**src/rtl/calc_input_ctrl.sv**
```systemverilog
// Front-end sequencer for the board calculator: debounces the operand buttons,
// latches the switch operands, runs the start/done handshake and drives the scanner.
module calc_input_ctrl #(
   parameter int DEBOUNCE_CYCLES = 1000000,
   parameter int TIMEOUT_CYCLES  = 1024
) (
   input  logic        CLK100MHZ,
   input  logic        CPU_RESETN,
   input  logic        BTNL,
   input  logic        BTNR,
   input  logic [15:0] SW,
   output logic        alu_start,
   output logic [15:0] alu_a,
   output logic [15:0] alu_b,
   input  logic        alu_done,
   input  logic [31:0] alu_result,
   output logic [31:0] disp_value,
   output logic [7:0]  disp_mask,
   output logic        busy
);

   localparam int DBW = $clog2(DEBOUNCE_CYCLES) + 1;
   localparam int TOW = $clog2(TIMEOUT_CYCLES) + 1;
   localparam logic [DBW-1:0] DBC_LAST = DBW'(DEBOUNCE_CYCLES - 1);
   localparam logic [TOW-1:0] TO_LAST  = TOW'(TIMEOUT_CYCLES - 1);
   localparam logic [TOW-1:0] TO_MAX   = {TOW{1'b1}};

   typedef enum logic [2:0] {
      IDLE  = 3'd0,
      GOT_A = 3'd1,
      START = 3'd2,
      WAIT  = 3'd3,
      SHOW  = 3'd4,
      ERR   = 3'd5
   } state_t;

   // index 0 = left button, index 1 = right button
   logic [1:0]     btn_raw_s;
   logic [1:0]     sync1_r;
   logic [1:0]     sync2_r;
   logic [1:0]     stable_r;
   logic [1:0]     press_r;
   logic [DBW-1:0] dbc_cnt_r [2];

   state_t         state_r;
   state_t         state_nx_s;
   logic [15:0]    alu_a_r;
   logic [15:0]    alu_a_nx_s;
   logic [15:0]    alu_b_r;
   logic [15:0]    alu_b_nx_s;
   logic [31:0]    result_r;
   logic [31:0]    result_nx_s;
   logic [TOW-1:0] tcnt_r;
   logic [TOW-1:0] tcnt_nx_s;
   logic           alu_start_r;
   logic           busy_r;
   logic [31:0]    disp_value_r;
   logic [7:0]     disp_mask_r;
   logic           press_l_s;
   logic           press_r_s;

   assign btn_raw_s = {BTNR, BTNL};
   assign press_l_s = press_r[0];
   assign press_r_s = press_r[1];

   // Synchronise, then accept a new level only after it has differed from the
   // stable level for DEBOUNCE_CYCLES consecutive clocks; any return clears it.
   always_ff @(posedge CLK100MHZ or negedge CPU_RESETN) begin
      if (!CPU_RESETN) begin
         sync1_r  <= 2'b00;
         sync2_r  <= 2'b00;
         stable_r <= 2'b00;
         press_r  <= 2'b00;
         for (int i = 0; i < 2; i++) begin
            dbc_cnt_r[i] <= '0;
         end
      end else begin
         sync1_r <= btn_raw_s;
         sync2_r <= sync1_r;
         for (int i = 0; i < 2; i++) begin
            press_r[i] <= 1'b0;
            if (sync2_r[i] == stable_r[i]) begin
               dbc_cnt_r[i] <= '0;
            end else if (dbc_cnt_r[i] == DBC_LAST) begin
               stable_r[i]  <= sync2_r[i];
               dbc_cnt_r[i] <= '0;
               press_r[i]   <= sync2_r[i];
            end else begin
               dbc_cnt_r[i] <= dbc_cnt_r[i] + DBW'(1);
            end
         end
      end
   end

   // Next-state and next-datapath logic of the sequencer.
   always_comb begin
      state_nx_s  = state_r;
      alu_a_nx_s  = alu_a_r;
      alu_b_nx_s  = alu_b_r;
      result_nx_s = result_r;
      tcnt_nx_s   = tcnt_r;
      case (state_r)
         IDLE, SHOW, ERR: begin
            if (press_l_s) begin
               alu_a_nx_s = SW;
               state_nx_s = GOT_A;
            end else begin
               state_nx_s = state_r;
            end
         end
         GOT_A: begin
            if (press_l_s) begin
               alu_a_nx_s = SW;
            end else if (press_r_s) begin
               alu_b_nx_s = SW;
               state_nx_s = START;
            end else begin
               state_nx_s = GOT_A;
            end
         end
         START: begin
            state_nx_s = WAIT;
            tcnt_nx_s  = '0;
         end
         WAIT: begin
            if (alu_done) begin
               result_nx_s = alu_result;
               state_nx_s  = SHOW;
            end else if (tcnt_r == TO_LAST) begin
               state_nx_s = ERR;
            end else if (tcnt_r != TO_MAX) begin
               tcnt_nx_s = tcnt_r + TOW'(1);
            end else begin
               tcnt_nx_s = tcnt_r;
            end
         end
         default: begin
            state_nx_s = IDLE;
         end
      endcase
   end

   // Sequencer state, operand/result registers and handshake outputs.
   always_ff @(posedge CLK100MHZ or negedge CPU_RESETN) begin
      if (!CPU_RESETN) begin
         state_r     <= IDLE;
         alu_a_r     <= 16'h0000;
         alu_b_r     <= 16'h0000;
         result_r    <= 32'h0000_0000;
         tcnt_r      <= '0;
         alu_start_r <= 1'b0;
         busy_r      <= 1'b0;
      end else begin
         state_r     <= state_nx_s;
         alu_a_r     <= alu_a_nx_s;
         alu_b_r     <= alu_b_nx_s;
         result_r    <= result_nx_s;
         tcnt_r      <= tcnt_nx_s;
         alu_start_r <= (state_nx_s == START);
         busy_r      <= (state_nx_s == START) || (state_nx_s == WAIT);
      end
   end

   // Scanner value and digit enables, one clock behind the sequencer.
   always_ff @(posedge CLK100MHZ or negedge CPU_RESETN) begin
      if (!CPU_RESETN) begin
         disp_value_r <= 32'h0000_0000;
         disp_mask_r  <= 8'h00;
      end else begin
         case (state_r)
            IDLE: begin
               disp_value_r <= {16'h0000, SW};
               disp_mask_r  <= 8'h0F;
            end
            GOT_A: begin
               disp_value_r <= {alu_a_r, SW};
               disp_mask_r  <= 8'hFF;
            end
            START, WAIT: begin
               disp_value_r <= {alu_a_r, alu_b_r};
               disp_mask_r  <= 8'hFF;
            end
            SHOW: begin
               disp_value_r <= result_r;
               disp_mask_r  <= 8'hFF;
            end
            ERR: begin
               disp_value_r <= 32'hEEEE_EEEE;
               disp_mask_r  <= 8'hFF;
            end
            default: begin
               disp_value_r <= 32'h0000_0000;
               disp_mask_r  <= 8'h00;
            end
         endcase
      end
   end

   assign alu_start  = alu_start_r;
   assign alu_a      = alu_a_r;
   assign alu_b      = alu_b_r;
   assign busy       = busy_r;
   assign disp_value = disp_value_r;
   assign disp_mask  = disp_mask_r;

endmodule
```
**config.mk**
```make
export PLATFORM = sky130hd
export DESIGN_NAME = calc_input_ctrl
export DESIGN_NICKNAME = d
export VERILOG_FILES = /design/src/rtl/calc_input_ctrl.sv
export SDC_FILE = /design/constraint.sdc
export NUM_CORES = 1
export LEC_CHECK = 0
export CAP_MARGIN = 10
export CORE_UTILIZATION = 45
export DETAILED_ROUTE_END_ITERATION = 8
export DONT_BUFFER_PORTS = 1
export PLACE_DENSITY = 0.62
export SETUP_SLACK_MARGIN = 0.5
export SLEW_MARGIN = 5
export SYNTH_ARGS = -nofsm -noshare
export SYNTH_HDL_FRONTEND = slang
export SYNTH_SLANG_ARGS = --single-unit
```
**constraint.sdc**
```tcl
create_clock -name CLK100MHZ -period 4 [get_ports CLK100MHZ]
set_input_delay 0.8 -clock CLK100MHZ [delete_from_list [all_inputs] [get_ports CLK100MHZ]]
set_output_delay 0.8 -clock CLK100MHZ [all_outputs]
set_load 0.1 [all_outputs]
```
# After elaboration in Yosys (flattened, before gate mapping)
# Index checks and enable logic that the tools add are counted.
[totals]
ram_bits = 0
memories = 0
out_inout_bits = 74
latchBits = 0
register_bits = 170
rom_bits = 0
word_cells = 71
[classes]
n_mux = 20
div = 0
n_mul = 0
addsub = 3
bitwise = 3
n_eq_ne = 16
n_shift = 0
reduce_logical = 13
magnitude_cmp = 0
[ops]
columns = ["op", "count"]
rows = [
  ["one-hot mux 32 bit (5 select lines)", 1],
  ["two-way mux 21 bit", 4],
  ["adder 21 x 1 -> 21 bit, second input constant", 2],
  ["== test 21 x 20 -> 1 bit, second input constant", 2],
  ["two-way mux 11 bit", 3],
  ["one-hot mux 11 bit (2 select lines)", 1],
  ["one-hot mux 8 bit (2 select lines)", 1],
  ["== test 3 x 2 -> 1 bit, second input constant", 4],
  ["two-way mux 3 bit", 4],
  ["one-hot mux 3 bit (4 select lines)", 1],
  ["adder 11 x 1 -> 11 bit, second input constant", 1],
  ["== test 11 x 10 -> 1 bit, second input constant", 1],
  ["inequality test 11 bit, second input constant", 1],
  ["AND reduction 2 bit", 4],
  ["== test 3 bit, second input constant", 2],
  ["inequality test 2 bit, second input constant", 3],
  ["OR reduction 5 bit", 1],
  ["two-way mux 1 bit", 4],
  ["AND reduction 4 bit", 1],
  ["OR reduction 4 bit", 1],
  ["== test 3 x 1 -> 1 bit, second input constant", 1],
  ["zero test 3 bit", 1],
  ["NOT 1 bit", 3],
  ["AND reduction 3 bit", 1],
  ["6 further kinds", 7],
]

# Depth between registers and ports, before layout
[logic_depth]
depth_word = 6
mapped_depth = 6
mapped_depth_nobuf = 5

# Worst setup path after synthesis
# Ideal clock, no wire load.
[synth_path]
path_kind = "reg-to-output"
start = "reg, netlist name disp_mask[3]"
end = "out disp_mask[1]"
stages_incl_launch_ff = 2
n_path_buf = 1
t_arrival_ps = 1357
slack_ps = 1843
required_ps = 3200
cell_sequence = "dfrtp_1 > buf_4"
[synth_rtl]
columns = ["element", "line", "text"]
rows = [
  ["end, declared", "18", "output logic [7:0] disp_mask,"],
]

# Final worst setup path
[layout_path]
start = "reg state_r[1]"
end = "reg result_r[20]"
[layout_between]
elab_chain_len = 2
[layout_lines]
columns = ["element", "line", "text"]
rows = [
  ["start, declared", "45", "state_t state_r;"],
  ["start signal, assigned", "154", "state_r <= state_nx_s;"],
  ["== test 3 x 2 -> 1 bit", "102", "case (state_r)"],
  ["AND reduction 2 bit (no line)", "-", ""],
  ["end signal, assigned", "157", "result_r <= result_nx_s;"],
  ["end, declared", "51", "logic [31:0] result_r;"],
]
# No other way between the ends.
# A chain may end at the register's enable or synchronous reset.

==> summary by stage <==
CTS
The CTS tree is done. The buffer depth of the longest clock path is 2. In this run, post-CTS hold repair placed 0 buffers. Clock latency on the worst-skew pair, taken at its later pin, is roughly 0.42 ns. In this run, post-CTS repair resized a total of 0 instances. Once the clock tree was built, the setup fixing pass inserted 0 buffers.

In this run the clock root is driven by a clkbuf_16. After clock tree synthesis, the clock-pin slew on the worst setup and hold paths is around 0.06 ns. The H-tree generated during clock tree synthesis spans 4 levels. Clock tree synthesis found a total of around 160 sinks. In this run, CTS created clock tree buffers numbering 17.

Final layout
The multi-input combinational cells in the finished layout cover a total of 2954 um^2. The relative area change from synthesis to final layout is 9.710%. After the last flow step, the layout net total stands at 703. The finished layout holds 878 standard cells, fillers aside. The share of final-layout standard cells stronger than drive strength 1 is 17.73%. The area taken by flip-flops and latches is 4114 um^2. Cells fill 50.55% of the core in the end. The fill cell instance count of the final layout is 1,392.

Global route
The initial antenna violation count was 2. The first global-routing pass estimated between 20,000 and 25,000 um of wire. The total grt overflow is 0.

The maximum number of pins on one net before global-route repair is 165. The number of global-route vias before repair came to 4,852. The global routing usage summed across all routing layers is between 10% and 20%.

Worst setup path
Counting both buffers and inverters, the worst setup path holds a total of 0. The worst setup path is of the flop to flop kind. The signal on the critical path passes through nor2b_1, nand3_2, mux2_2. The cell class contributing the biggest share of worst-path delay is simple AND/OR/NAND/NOR gates. The critical-path maximum fanout is 32. The startpoint type of the worst setup path is a flop. In this design, the stage delay of the slowest critical-path cell is 0.79 ns. The critical path arrival is about 3.0 ns.

STA puts the critical path data required time at 4.30 ns. The type of element capturing the critical path is a flop. Among all stages on the critical path, the largest delay is contributed by nand3_2.

Synth
After technology mapping, the gate count stands at 669. The synthesized area per cell is 10.90 um^2. The most instantiated flip-flop cell in the synthesis netlist is dfrtp_1. The number of warning messages in the yosys log is 0. The register area share after synthesis is 56.27%. The number of library cell types mapped by synthesis is 48.

After synthesis the netlist holds a flip-flop and latch count of 164. The net count after synthesis is 725. In this run, synthesis inferred 0 flip-flops with an integrated enable. The share of synthesized registers carrying an async set or reset is between 90% and 100%. The netlist area before placement is 7293 um^2.

Pwr
The analysis attributes to cell leakage a power of between 3 and 4 nW. In this run, flip-flops and latches consume 51.6% of the power. Summed over all nets, the switching power comes to 0.0007467 W. The clock network burns between 40% and 50% of the power. Per report_power, the combinational group accounts for under 10% of the total.

The internal power is 0.002645 W. The proportion of total power due to net switching is approximately 22%. Dividing total power by cell area gives a power density of 423.8 nW/um^2. The worst-case IR drop observed on VDD is approximately 330 uV.

Detailed routing
The post-detailed-routing wire length is between 15,000 and 20,000 um. The uppermost layer routed is met4. The vias after detailed routing is 4,901. The first detailed-routing pass took 4 iterations. In this run the remaining antenna-violating nets after routing total 0. For this run, design rule violations remaining after detail routing come to 0. The routed design uses 1545 um of met3 wire. In the detailed route, the total length drawn on met2 is approximately 7600 um. Using the TritonRoute via totals, the vias-per-cell ratio works out to 5.582. The post-route met1 wirelength is roughly 6600 um. In the final routed layout, each cell accounts on average for 18.14 um. The number of design-rule violations left by the first detailed-router iteration is 296.

Floorplanning
From left edge to right edge, the die measures between 100 and 150 um. The standard cell core area is 15,830 um^2. The vertical die dimension is 129.3 um.

The initial utilization of the core area, before any placement, comes to 46.08%. In this run the count of I/O pins placed on the die edge is 127. The floorplan has 46 rows. The floorplan step defined a die boundary enclosing between 15,000 and 20,000 um^2.

STA
In this run the tightest slew margin relative to its limit is 26.95%. For the pin with the worst max-slew slack, the measured transition is 1.101 ns. The summed negative setup slack over all endpoints is 0 ns. The final clock skew is 0.008302 ns. Setup repair after global routing left no endpoint under its margin. The count of final hold-check violations is 0. After layout, the worst path uses 68.33% of the clock period. The final critical-path required period is ~2.7 ns. The maximum achievable frequency is 365.9 MHz.

Setup violations remaining at the end of the flow were counted as 0. The final max-slew violation count is 0.

Placed design
Summed over all nets, the half-perimeter wirelength after detailed placement is roughly 11,000 um. The congestion estimate from routability-driven global placement came to 0.8071. Counting tap cells, the placed design contains a total of 844 instances. The number of buffers inserted by port buffering is 0.

Run status
The flow ran to the end, and the final reports show no timing, DRC or antenna violations.

Min path
The class of the tightest hold or removal check is input port to async pin.

Job
Max-cap violations in this run came to 0.
## power groups by stage
stage / Combinational, W / Clock (W) / Sequential [W]
6_report: 0.0000443 / 0.00160 / 0.00175
5_1_grt: 0.0000488 / 0.00172 / 0.00175
3_5_place_dp: 0.0000442 / 0 / 0.00178
3_3_place_gp: 0.0000428 / 0 / 0.00178
4_1_cts: 0.0000445 / 0.00164 / 0.00175
2_1_floorplan: 0.0000367 / 0 / 0.00177
## flip-flops by register name, summed over array words and instances (netlist names)
register	cells
dbc_cnt_r	42
disp_value	32
result_r	32
alu_a	16
alu_b	16
tcnt_r	11
state_r	3
disp_mask	2
press_r	2
stable_r	2
sync1_r	2
sync2_r	2
alu_start	1
busy	1
## area by class of cell
type | count | share of cell area, %
multi-input combinational | 451 | 36.92
clock buffer | 20 | 5.708
clock inverter | 12 | 1.626
sequential | 164 | 51.42
antenna | 2 | 0.06255
inverter | 7 | 0.3284
tap | 216 | 3.378
timing repair buffer | 6 | 0.5629
## stage by stage
stage	setup WS, ns	total power (W)	area, um^2	hold WS [ns]
global route	1.075	0.003515	7996	0.03369
floorplan	1.843	0.001812	7293	0.3312
detailed placement	1.281	0.001824	7410	0.3358
finish	1.267	0.003391	8001	0.06584
CTS	1.269	0.003438	7996	0.04723
global placement	1.347	0.001822	7410	0.3315
## path summary, 6_finish.rpt
path	startpoint	end	slack [ns]	cells past startpoint
max reg2reg	state_r[1]	result_r[20]	1.27	3
min	CPU_RESETN	result_r[16]	0.07	0
min in group CLK100MHZ	sync1_r[0]	sync2_r[0]	0.35	0
min reg2reg	sync1_r[0]	sync2_r[0]	0.35	0
max in group asynchronous	CPU_RESETN	result_r[3]	3.51	0
max	state_r[1]	result_r[20]	1.27	3
## logic make-up (layout without fill, tap and decap cells)
family                     count (synthesis)  in the layout  synth area share [%]
muxes                                     84             84                 12.71
and+or+nand+nor                          250            250                 16.59
xor gates and xnor gates                  27             27                 3.242
AOI/OAI and AO/OA                         87             87                 7.240
other                                      0              2                     0
DFF                                      164            164                 56.27
adders and majority gates                  3              3                0.5147
buffers and inverters                     54             45                 3.431
## cells in the mapped netlist, types with 4 or more instances
cell type / number / area share (%)
dfrtp_1: 164 / 56
nor2_1: 80 / 4.1
nand2_1: 72 / 3.7
mux2_2: 65 / 10
o21ai_0: 38 / 2.6
xor2_1: 24 / 2.9
nand3_1: 22 / 1.5
clkbuf_1: 21 / 1.1
mux2i_1: 18 / 2.5
nand4_1: 17 / 1.5
a21oi_1: 14 / 0.96
or3_1: 12 / 1.0
buf_2: 11 / 0.75
o22ai_1: 8 / 0.69
o31ai_1: 8 / 0.82
buf_1: 7 / 0.36
buf_4: 7 / 0.72
inv_1: 7 / 0.36
or4_1: 7 / 0.72
and2_1: 6 / 0.51
and3_1: 6 / 0.51
and4_1: 5 / 0.60
nor4b_1: 5 / 0.60
o311ai_0: 5 / 0.60
nand2b_1: 4 / 0.34
nor2b_1: 4 / 0.34
## placed cells by master, fill, tap and decap left out, drive strengths merged, types with 6 or more instances in the layout
master,n
clkbuf,20
inv,8
nand3,22
nand2,73
nor2,80
buf,6
clkinv,7
a21oi,14
and3,6
o31ai,8
xor2,24
o22ai,8
nand4,18
or4,8
o21ai,38
or3,12
mux2i,18
mux2,66
and2,6
dfrtp,164
## metal layers
metal  vias to the layer above  global-route usage, %
met2                       133                  32.54
met5                         -                      0
li1                       2281                      -
met4                         0                  6.228
met1                      2472                  22.86
met3                        15                  9.042
Note: power is estimated with default switching activity, not from simulation.
